File: src/rtl/mem_perf_pkg.sv
// Shared types and helpers for the memory traffic / latency monitor.
// Build option consumed elsewhere: MEM_LAT_MONITOR_SAT_EN.
package mem_perf_pkg;

  typedef enum logic [1:0] {
    ST_IDLE = 2'b00,
    ST_RUN  = 2'b01,
    ST_HOLD = 2'b10
  } mem_perf_state_e;

  // Bits needed to hold a count from 0 to n inclusive.
  function automatic int MEM_PERF_CNT_W(input int n);
    return $clog2(n + 1);
  endfunction

endpackage

File: src/rtl/mem_perf_popcount.sv
// Combinational population count of an N-bit vector.
module mem_perf_popcount
  import mem_perf_pkg::*;
#(
  parameter int N = 4,
  localparam int W = MEM_PERF_CNT_W(N)
) (
  input  logic [N-1:0] i_bits,
  output logic [W-1:0] o_count
);

  // Sum the set bits lane by lane.
  always_comb begin
    o_count = '0;
    for (int i = 0; i < N; i++) begin
      o_count = o_count + W'(i_bits[i]);
    end
  end

endmodule

File: src/rtl/mem_lat_monitor.sv
// Multi-channel memory traffic and latency monitor.
// Counts read/write request fires inside a run/hold/clear window, tracks
// outstanding reads, integrates them into a latency sum and keeps the peak.
// Build option MEM_LAT_MONITOR_SAT_EN: window counters saturate instead of
// wrapping. The outstanding-read count saturates in every build.
//
// state   | meaning
// --------+-------------------------------------------------
// ST_IDLE | window closed, counters hold their last values
// ST_RUN  | window open, counters accumulate every cycle
// ST_HOLD | window paused, counters frozen until resumed
module mem_lat_monitor
  import mem_perf_pkg::*;
#(
  parameter int NUM_CHANNELS = 4,
  parameter int CTR_W        = 44,
  parameter int PEND_W       = 16
) (
  input  logic                    clk,
  input  logic                    reset,
  input  logic                    ctl_start,
  input  logic                    ctl_stop,
  input  logic                    ctl_clear,
  input  logic [NUM_CHANNELS-1:0] req_valid,
  input  logic [NUM_CHANNELS-1:0] req_ready,
  input  logic [NUM_CHANNELS-1:0] req_rw,
  input  logic [NUM_CHANNELS-1:0] rsp_valid,
  input  logic [NUM_CHANNELS-1:0] rsp_ready,
  output logic [CTR_W-1:0]        reads,
  output logic [CTR_W-1:0]        writes,
  output logic [CTR_W-1:0]        latency_sum,
  output logic [PEND_W-1:0]       pending,
  output logic [PEND_W-1:0]       max_pending,
  output logic [1:0]              state,
  output logic                    err_underflow
);

  localparam int CNT_W  = MEM_PERF_CNT_W(NUM_CHANNELS);
  // Two guard bits: one for overflow above all-ones, one as the sign bit.
  // Sufficient as long as the per-cycle count fits in PEND_W bits.
  localparam int CALC_W = PEND_W + 2;

  logic [NUM_CHANNELS-1:0] w_rd_fire;
  logic [NUM_CHANNELS-1:0] w_wr_fire;
  logic [NUM_CHANNELS-1:0] w_rsp_fire;
  logic [CNT_W-1:0]        w_rd_pop;
  logic [CNT_W-1:0]        w_wr_pop;
  logic [CNT_W-1:0]        w_rsp_cnt;

  logic [CNT_W-1:0]        r_rd_cnt;
  logic [CNT_W-1:0]        r_wr_cnt;

  logic [CALC_W-1:0]       w_pend_sum;
  logic                    w_pend_neg;
  logic                    w_pend_ovf;
  logic [PEND_W-1:0]       w_pend_next;
  logic [PEND_W-1:0]       w_max_next;

  logic [CTR_W-1:0]        w_reads_next;
  logic [CTR_W-1:0]        w_writes_next;
  logic [CTR_W-1:0]        w_lat_next;

  mem_perf_state_e         r_state;
  logic [CTR_W-1:0]        r_reads;
  logic [CTR_W-1:0]        r_writes;
  logic [CTR_W-1:0]        r_latency_sum;
  logic [PEND_W-1:0]       r_pending;
  logic [PEND_W-1:0]       r_max_pending;
  logic                    r_err_underflow;

  assign w_rd_fire  = req_valid & req_ready & ~req_rw;
  assign w_wr_fire  = req_valid & req_ready &  req_rw;
  assign w_rsp_fire = rsp_valid & rsp_ready;

  mem_perf_popcount #(.N(NUM_CHANNELS)) u_pop_rd (
    .i_bits  (w_rd_fire),
    .o_count (w_rd_pop)
  );

  mem_perf_popcount #(.N(NUM_CHANNELS)) u_pop_wr (
    .i_bits  (w_wr_fire),
    .o_count (w_wr_pop)
  );

  mem_perf_popcount #(.N(NUM_CHANNELS)) u_pop_rsp (
    .i_bits  (w_rsp_fire),
    .o_count (w_rsp_cnt)
  );

  // Register the request counts; responses are used directly, so a read
  // needs two edges to show up while a response retires after one.
  always_ff @(posedge clk) begin
    if (reset) begin
      r_rd_cnt <= '0;
      r_wr_cnt <= '0;
    end else begin
      r_rd_cnt <= w_rd_pop;
      r_wr_cnt <= w_wr_pop;
    end
  end

  // Outstanding-read update with clamping at both ends; MSB is the sign.
  always_comb begin
    w_pend_sum  = {2'b00, r_pending} + CALC_W'(r_rd_cnt) - CALC_W'(w_rsp_cnt);
    w_pend_neg  = w_pend_sum[CALC_W-1];
    w_pend_ovf  = ~w_pend_sum[CALC_W-1] & w_pend_sum[PEND_W];
    w_pend_next = w_pend_sum[PEND_W-1:0];
    if (w_pend_neg) begin
      w_pend_next = '0;
    end else if (w_pend_ovf) begin
      w_pend_next = '1;
    end
    w_max_next = (w_pend_next > r_max_pending) ? w_pend_next : r_max_pending;
  end

`ifdef MEM_LAT_MONITOR_SAT_EN
  localparam int SUM_W = ((CTR_W > PEND_W) ? CTR_W : PEND_W) + 1;

  logic [SUM_W-1:0] w_reads_sum;
  logic [SUM_W-1:0] w_writes_sum;
  logic [SUM_W-1:0] w_lat_sum;

  // Window counter increments, sticking at all-ones once they overflow.
  always_comb begin
    w_reads_sum   = SUM_W'(r_reads)       + SUM_W'(r_rd_cnt);
    w_writes_sum  = SUM_W'(r_writes)      + SUM_W'(r_wr_cnt);
    w_lat_sum     = SUM_W'(r_latency_sum) + SUM_W'(r_pending);
    w_reads_next  = (|w_reads_sum[SUM_W-1:CTR_W])  ? '1 : w_reads_sum[CTR_W-1:0];
    w_writes_next = (|w_writes_sum[SUM_W-1:CTR_W]) ? '1 : w_writes_sum[CTR_W-1:0];
    w_lat_next    = (|w_lat_sum[SUM_W-1:CTR_W])    ? '1 : w_lat_sum[CTR_W-1:0];
  end
`else
  // Window counter increments, wrapping modulo 2^CTR_W.
  always_comb begin
    w_reads_next  = r_reads       + CTR_W'(r_rd_cnt);
    w_writes_next = r_writes      + CTR_W'(r_wr_cnt);
    w_lat_next    = r_latency_sum + CTR_W'(r_pending);
  end
`endif

  // Window FSM and counters; pending tracks in every state so nothing in
  // flight is lost across hold or clear. Clear beats stop beats start.
  always_ff @(posedge clk) begin
    if (reset) begin
      r_state         <= ST_IDLE;
      r_reads         <= '0;
      r_writes        <= '0;
      r_latency_sum   <= '0;
      r_pending       <= '0;
      r_max_pending   <= '0;
      r_err_underflow <= 1'b0;
    end else begin
      r_pending <= w_pend_next;
      if (ctl_clear) begin
        r_reads         <= '0;
        r_writes        <= '0;
        r_latency_sum   <= '0;
        r_max_pending   <= '0;
        r_err_underflow <= 1'b0;
        r_state         <= ctl_start ? ST_RUN : ST_IDLE;
      end else begin
        if (w_pend_neg) begin
          r_err_underflow <= 1'b1;
        end
        if (r_state == ST_RUN) begin
          r_reads       <= w_reads_next;
          r_writes      <= w_writes_next;
          r_latency_sum <= w_lat_next;
          r_max_pending <= w_max_next;
        end
        case (r_state)
          ST_IDLE: if (!ctl_stop && ctl_start) r_state <= ST_RUN;
          ST_RUN:  if (ctl_stop)               r_state <= ST_HOLD;
          ST_HOLD: if (!ctl_stop && ctl_start) r_state <= ST_RUN;
          default:                             r_state <= ST_IDLE;
        endcase
      end
    end
  end

  assign reads         = r_reads;
  assign writes        = r_writes;
  assign latency_sum   = r_latency_sum;
  assign pending       = r_pending;
  assign max_pending   = r_max_pending;
  assign state         = r_state;
  assign err_underflow = r_err_underflow;

endmodule

File: config.mk
export PLATFORM = sky130hd
export DESIGN_NAME = mem_lat_monitor
export DESIGN_NICKNAME = d
export VERILOG_FILES = /design/src/rtl/mem_perf_pkg.sv /design/src/rtl/mem_perf_popcount.sv /design/src/rtl/mem_lat_monitor.sv
export SDC_FILE = /design/constraint.sdc
export NUM_CORES = 1
export LEC_CHECK = 0
export ABC_CLOCK_PERIOD_IN_PS = 13560
export BUFFER_PORTS_ARGS = -buffer_cell sky130_fd_sc_hd__buf_2
export CORE_ASPECT_RATIO = 0.9
export CORE_UTILIZATION = 44
export CTS_CLUSTER_DIAMETER = 200
export DETAILED_ROUTE_END_ITERATION = 6
export PLACE_DENSITY = 0.66
export SYNTH_ARGS = -nofsm -noshare
export SYNTH_HDL_FRONTEND = slang
export SYNTH_SLANG_ARGS = --single-unit
File: constraint.sdc
create_clock -name clk -period 13.56 [get_ports clk]
set_input_delay 1.356 -clock clk [delete_from_list [all_inputs] [get_ports clk]]
set_output_delay 1.356 -clock clk [all_outputs]
set_load 0.03 [all_outputs]
==> flow_metrics.py, run 1 <==
metrics = {
    "die": {
        "die_h_um": 142,
        "initial_core_util_pct": 45.6,
        "num_io_pins": 192,
        "dieArea_um2": 22500,
        "coreArea_um2": 21100,
        "die_w_um": 158,
        "std_cell_rows": 50,
    },
    "cells_and_area": {
        "syn2layout_area_growth_pct": 18.8,
        "most-common-layout-cells": "buf_2, dfxtp_1, nor2_1",
        "fillers": 2096,
        "fin_nets": 1446,
        "layout.cells.non_filler": 1649,
        "final_common_cell": "buf_2",
        "drive_gt1_share_pct": 18.9,
        "design_area_um2": 11400,
    },
    "detailed_routing": {
        "ant_nets": 0,
        "dr.pass1.iters": 4,
        "drt_wl_total_um": 24500,
        "drc": 0,
        "via_per_inst": 5.24,
        "drt_iter0_drc": 628,
        "vias": 8649,
        "avgRoutedWirePerCell_um": 14.9,
    },
    "power_and_ir_drop": {
        "p_int_mw": 1.16,
        "ir_drop_v": 0.000103,
        "power_switching_mw": 0.814,
        "p_sw_share_pct": 41.3,
        "power_density_nw_per_um2": 172,
        "p_comb_share_pct": 45.7,
        "clkPwrFrac_pct": 25.3,
        "p_leak_nw": 4.91,
        "p_seq_share_pct": 29.0,
    },
    "place": {
        "gp_congestion": 0.914,
        "portBuffers": 191,
        "place_area_um2": 10900,
        "hpwl_um": 18200,
        "placedCellCount": 1616,
    },
    "clock_network": {
        "post_cts_buffers": 0,
        "cts.repair.resized": 0,
        "ctsHtreeMaxLevel": 4,
        "clock-sinks": 173,
        "cts_max_path_buffers": 2,
        "cts-hold-fix-buffers": 0,
        "clockRootBuffer": "clkbuf_16",
        "clock_latency_ns": 0.43,
        "clk_pin_slew_worst_paths_ns": 0.07,
        "cts_tree": "built",
        "numCtsBuffers": 17,
    },
    "global_route": {
        "grt_pass1_wl_um": 39800,
        "grt_start_max_net_pins": 99,
        "antenna_found_initial": 1,
        "track_usage_pct": 22.2,
        "grt_pass1_vias": 7832,
        "grt_overflow": 0,
    },
    "setup_path": {
        "cp-end-kind": "flop",
        "cp_top_family": "adder cells",
        "cpPeakStageDelay_ns": 0.48,
        "crit_required_ns": 13.92,
        "crit_type": "primary input to flop",
        "cp-start-kind": "primary input",
        "crit_fanout": 15,
        "critPathBufInv": 6,
        "arrival_ns": 7.14,
        "slowest_stage": "fa_1",
    },
    "sta": {
        "final-hold-violation-count": 0,
        "setup_viol_count_final": 0,
        "slew-limit-headroom_pct": 28.5,
        "rsz0062_at_grt": "no",
        "finalCritPeriodShare_pct": 50.0,
        "min_period_ns": 6.78,
        "fmax_mhz": 148,
        "finClkSkew_ns": 0.0129,
        "worst_pin_slew_ns": 1.07,
        "fin_tns_setup_ns": 0,
        "drv_slew": 0,
    },
    "synthesis": {
        "ys.flop_type": "dfxtp_1",
        "synth_fp_nets": 1266,
        "synth.avg_cell_area_um2": 8.24,
        "yosys.area.top_type_share_pct": 35.9,
        "yosysTopAreaCell": "dfxtp_1",
        "syn_inst": 1169,
        "synth_warnings": 0,
        "synth_seq_cells": 173,
        "synthDistinctLibCells": 72,
        "syn_area_um2": 9640,
        "synth_area_leaders": "dfxtp_1, ha_1, nor2_1, xor2_1, a21oi_1",
        "seq_area_frac_synth_pct": 35.9,
        "synth_edf_count": 0,
        "async_flop_share_pct": 0,
    },
    "worst_hold_path": {
        "hold_class": "flop to flop",
    },
    "run": {
        "cap_viol_max_count": 0,
    },
    "outcome": {
        "status": "finished, final reports clean",
    },
}
## worst register-to-register path: cells and delay by family (launching register included)
family / cells / cell delay (ns)
DFF: 1 / 0.40
buffers and inverters: 4 / 0.66
xor gates and xnor gates: 1 / 0.16
adders and majority gates: 3 / 1.33
AOI/OAI and AO/OA: 6 / 1.60
and+or+nand+nor: 7 / 0.96
## logic make-up after synthesis
kind of cell             share of synthesized area [%]
AO/OA/AOI/OAI                                     13.7
XOR/XNOR                                          9.64
adder cells (fa/ha/maj)                           10.1
buffers and inverters                             4.29
flip-flops                                        35.9
multiplexers                                     0.208
AND/OR/NAND/NOR                                   26.2
## cell usage after synthesis (6+ instances only)
| cell type | count |
|---|---|
| dfxtp_1 | 173 |
| and4_1 | 9 |
| nor3_1 | 19 |
| and3_1 | 25 |
| and2_1 | 14 |
| a211o_1 | 6 |
| clkbuf_1 | 25 |
| nor2b_1 | 9 |
| nand2b_1 | 10 |
| xnor2_1 | 45 |
| nand3_1 | 55 |
| a21oi_1 | 79 |
| o21ai_0 | 44 |
| a211oi_1 | 12 |
| ha_1 | 63 |
| nand4_1 | 33 |
| fa_1 | 9 |
| o21ai_1 | 14 |
| or3_1 | 22 |
| inv_1 | 70 |
| a21o_1 | 11 |
| nand2_1 | 102 |
| nor2_1 | 169 |
| xor2_1 | 61 |
## registers in the layout, indices dropped and copies added (netlist names)
name,flops
r_rd_cnt,3
err_underflow,1
latency_sum,44
max_pending,16
state,2
r_wr_cnt,3
pending,16
reads,44
writes,44
## power groups by stage
stage                     clock (mW)  combinational, mW  sequential (mW)
after floorplan                    0              0.642            0.626
after global placement             0              0.870            0.584
after detailed placement           0              0.886            0.583
after CTS                      0.512              0.893            0.572
after global routing           0.530               1.01            0.575
final                          0.499              0.900            0.571
## metal layers
metal | vias up | global-route usage, % | wire length (um)
met5 | - | 0 | 0
met4 | 0 | 5.92 | 293
met3 | 21 | 5.88 | 1510
met2 | 207 | 33.7 | 10800
li1 | 4411 | - | -
met1 | 4010 | 30.9 | 12000
## stage by stage
step | hold slack [ns] | util [%] | setup WS, ns | total power [mW]
6_report | 0.461 | 54.1 | 6.78 | 1.97
5_1_grt | 0.495 | 54.1 | 6.42 | 2.12
4_1_cts | 0.464 | 54.1 | 6.83 | 1.98
3_5_place_dp | 0.455 | 51.3 | 6.39 | 1.47
3_3_place_gp | 0.449 | 51.3 | 6.51 | 1.45
2_1_floorplan | 0.565 | - | 7.12 | 1.27
## final cells by class
cell class / instances / area [um^2] / area share, %
inverters: 70 / 263 / 2.29
clock buffers: 18 / 429 / 3.75
well taps: 286 / 358 / 3.13
clock inverters: 14 / 164 / 1.43
diodes: 1 / 2.50 / 0.0219
flip-flops and latches: 173 / 3460 / 30.2
repair buffers: 198 / 1010 / 8.81
multi-input cells: 889 / 5760 / 50.3
## worst paths after layout
path	start	endpoint	slack [ns]	depth (start not counted)
setup / recovery	rsp_valid[1]	max_pending[9]	6.78	27
hold / removal	max_pending[10]	max_pending[10]	0.46	2
setup reg to reg	pending[1]	max_pending[9]	8.38	21
hold reg to reg	max_pending[10]	max_pending[10]	0.46	2
Note: power is estimated with default switching activity, not from simulation.
==> inputs of run 2 (changes only) <==
- ABC_CLOCK_PERIOD_IN_PS: 13560 -> 6920
- clock period: 13.56 -> 6.92 ns (I/O delays scaled with it)
==> run 2 against run 1 <==
  * Critical path depth down 2
  * Clock power up 93%
  * Global-route usage up 0.052 points
  * Highest routed layer unchanged
  * Combinational power up 96%
  * Routed wire length down 0.71%
  * Non-clock buffer count unchanged
  * Sequential share of layout area about the same
  * First-iteration DRC count down 16%
  * Utilization down 0.065 points
  * Setup slack worse by 5.9 ns
  * Total power up 95%
==> flow_metrics.py, run 2 (synthesized netlist as in run 1, its figures left out) <==
metrics = {
    "detailed_routing": {
        "avgRoutedWirePerCell_um": 14.8,
        "drt_wl_total_um": 24400,
        "ant_nets": 0,
        "dr.pass1.iters": 5,
        "drt_iter0_drc": 530,
        "drc": 0,
        "vias": 8715,
        "via_per_inst": 5.29,
    },
    "sta": {
        "final-hold-violation-count": 0,
        "worst_pin_slew_ns": 0.964,
        "setup_viol_count_final": 0,
        "holdWs_ns": 0.461,
        "rsz0062_at_grt": "no",
        "drv_slew": 0,
        "finalCritPeriodShare_pct": 87.7,
        "fin_tns_setup_ns": 0,
        "finClkSkew_ns": 0.00979,
        "fmax_mhz": 165,
        "slew-limit-headroom_pct": 35.3,
        "fin_ws_ns": 0.853,
        "min_period_ns": 6.07,
    },
    "die": {
        "std_cell_rows": 50,
        "coreArea_um2": 21100,
        "die_w_um": 158,
        "die_h_um": 142,
        "initial_core_util_pct": 45.6,
        "dieArea_um2": 22500,
        "num_io_pins": 192,
    },
    "clock_network": {
        "cts_max_path_buffers": 2,
        "cts.repair.resized": 0,
        "numCtsBuffers": 17,
        "cts_tree": "built",
        "ctsHtreeMaxLevel": 4,
        "clock_latency_ns": 0.42,
        "clk_pin_slew_worst_paths_ns": 0.07,
        "clock-sinks": 173,
        "clockRootBuffer": "clkbuf_16",
        "post_cts_buffers": 0,
        "cts-hold-fix-buffers": 0,
    },
    "cells_and_area": {
        "final_common_cell": "buf_2",
        "design_area_um2": 11400,
        "syn2layout_area_growth_pct": 18.7,
        "most-common-layout-cells": "buf_2, dfxtp_1, nor2_1",
        "fin_nets": 1446,
        "final_util_pct": 54.1,
        "drive_gt1_share_pct": 18.9,
        "layout.cells.non_filler": 1648,
        "fillers": 2050,
    },
    "place": {
        "pre_cts_ws_ns": 0.409,
        "portBuffers": 191,
        "gp_congestion": 0.895,
        "hpwl_um": 18300,
        "place_area_um2": 10900,
        "placedCellCount": 1616,
    },
    "setup_path": {
        "arrival_ns": 6.41,
        "crit_type": "primary input to flop",
        "cp-end-kind": "flop",
        "crit_fanout": 15,
        "crit_required_ns": 7.27,
        "r2r-start": "pending[1]",
        "startpoint": "rsp_valid[0]",
        "cp-start-kind": "primary input",
    },
    "global_route": {
        "grt_pass1_vias": 8106,
        "grt_start_max_net_pins": 90,
        "grt_overflow": 0,
        "antenna_found_initial": 1,
        "track_usage_pct": 22.3,
        "grt_pass1_wl_um": 40000,
    },
    "power_and_ir_drop": {
        "p_int_mw": 2.27,
        "p_sw_share_pct": 40.9,
        "p_leak_nw": 4.91,
        "finalPower_mw": 3.84,
        "ir_drop_v": 0.000178,
        "power_density_nw_per_um2": 336,
        "p_seq_share_pct": 29.1,
        "power_switching_mw": 1.57,
        "p_comb_share_pct": 45.8,
        "clkPwrFrac_pct": 25.1,
    },
    "worst_hold_path": {
        "hold_class": "flop to flop",
        "hp-start": "max_pending[8]",
    },
    "outcome": {
        "status": "finished, final reports clean",
    },
    "run": {
        "cap_viol_max_count": 0,
    },
}
## run 2: cell count changes in the layout (fill, tap and decap cells not counted), sizes merged
| cell | previous run | this run |
|---|---|---|
| clkinvlp | 3 | 2 |
| clkinv | 7 | 4 |
| inv | 72 | 74 |
| clkbuf | 18 | 19 |
## run 2: power groups by stage
stage / Clock (mW) / Sequential, mW / Combinational [mW]
floorplan: 0 / 1.23 / 1.26
global placement: 0 / 1.14 / 1.72
CTS: 0.985 / 1.12 / 1.76
detailed placement: 0 / 1.14 / 1.75
finish: 0.965 / 1.12 / 1.76
global route: 1.03 / 1.13 / 1.98
## run 2: metal layers
layer	wire, um	vias to the layer above	global-route usage, %
li1	-	4407	-
met1	11800	4061	30.4
met2	10700	221	34.9
met3	1470	26	4.78
met4	350	0	7.03
met5	0	-	0
## run 2: cell type report
type	count	area, um^2	share of cell area (%)
multi-input cells	889	5760	50.4
flip-flops and latches	173	3460	30.3
repair buffers	198	1010	8.82
clock buffers	19	443	3.87
well taps	286	358	3.13
inverters	70	263	2.30
clock inverters	12	136	1.19
diodes	1	2.50	0.0219
## run 2: worst paths after layout
path / slack [ns] / endpoint / cells past startpoint
worst min-delay path: 0.46 / max_pending[8] / 2
worst min register to register: 0.46 / max_pending[8] / 2
worst max-delay path: 0.85 / max_pending[1] / 25
worst max register to register: 1.80 / max_pending[1] / 19
## run 2: worst max-delay path, cell delays in order
cell,delay [ns]
buf_2,0.09
and2_1,0.15
ha_1,0.29
inv_1,0.06
fa_1,0.37
inv_1,0.06
ha_1,0.23
fa_1,0.48
inv_1,0.06
fa_1,0.48
a211oi_1,0.22
o21ai_1,0.19
o2111ai_1,0.23
nand3_1,0.11
xnor2_1,0.36
a2111oi_2,0.54
nor2_1,0.08
ha_1,0.31
and3_1,0.18
nand4_1,0.16
a211o_1,0.31
nand4_1,0.10
and2_1,0.22
nand3b_4,0.22
o21ai_0,0.22
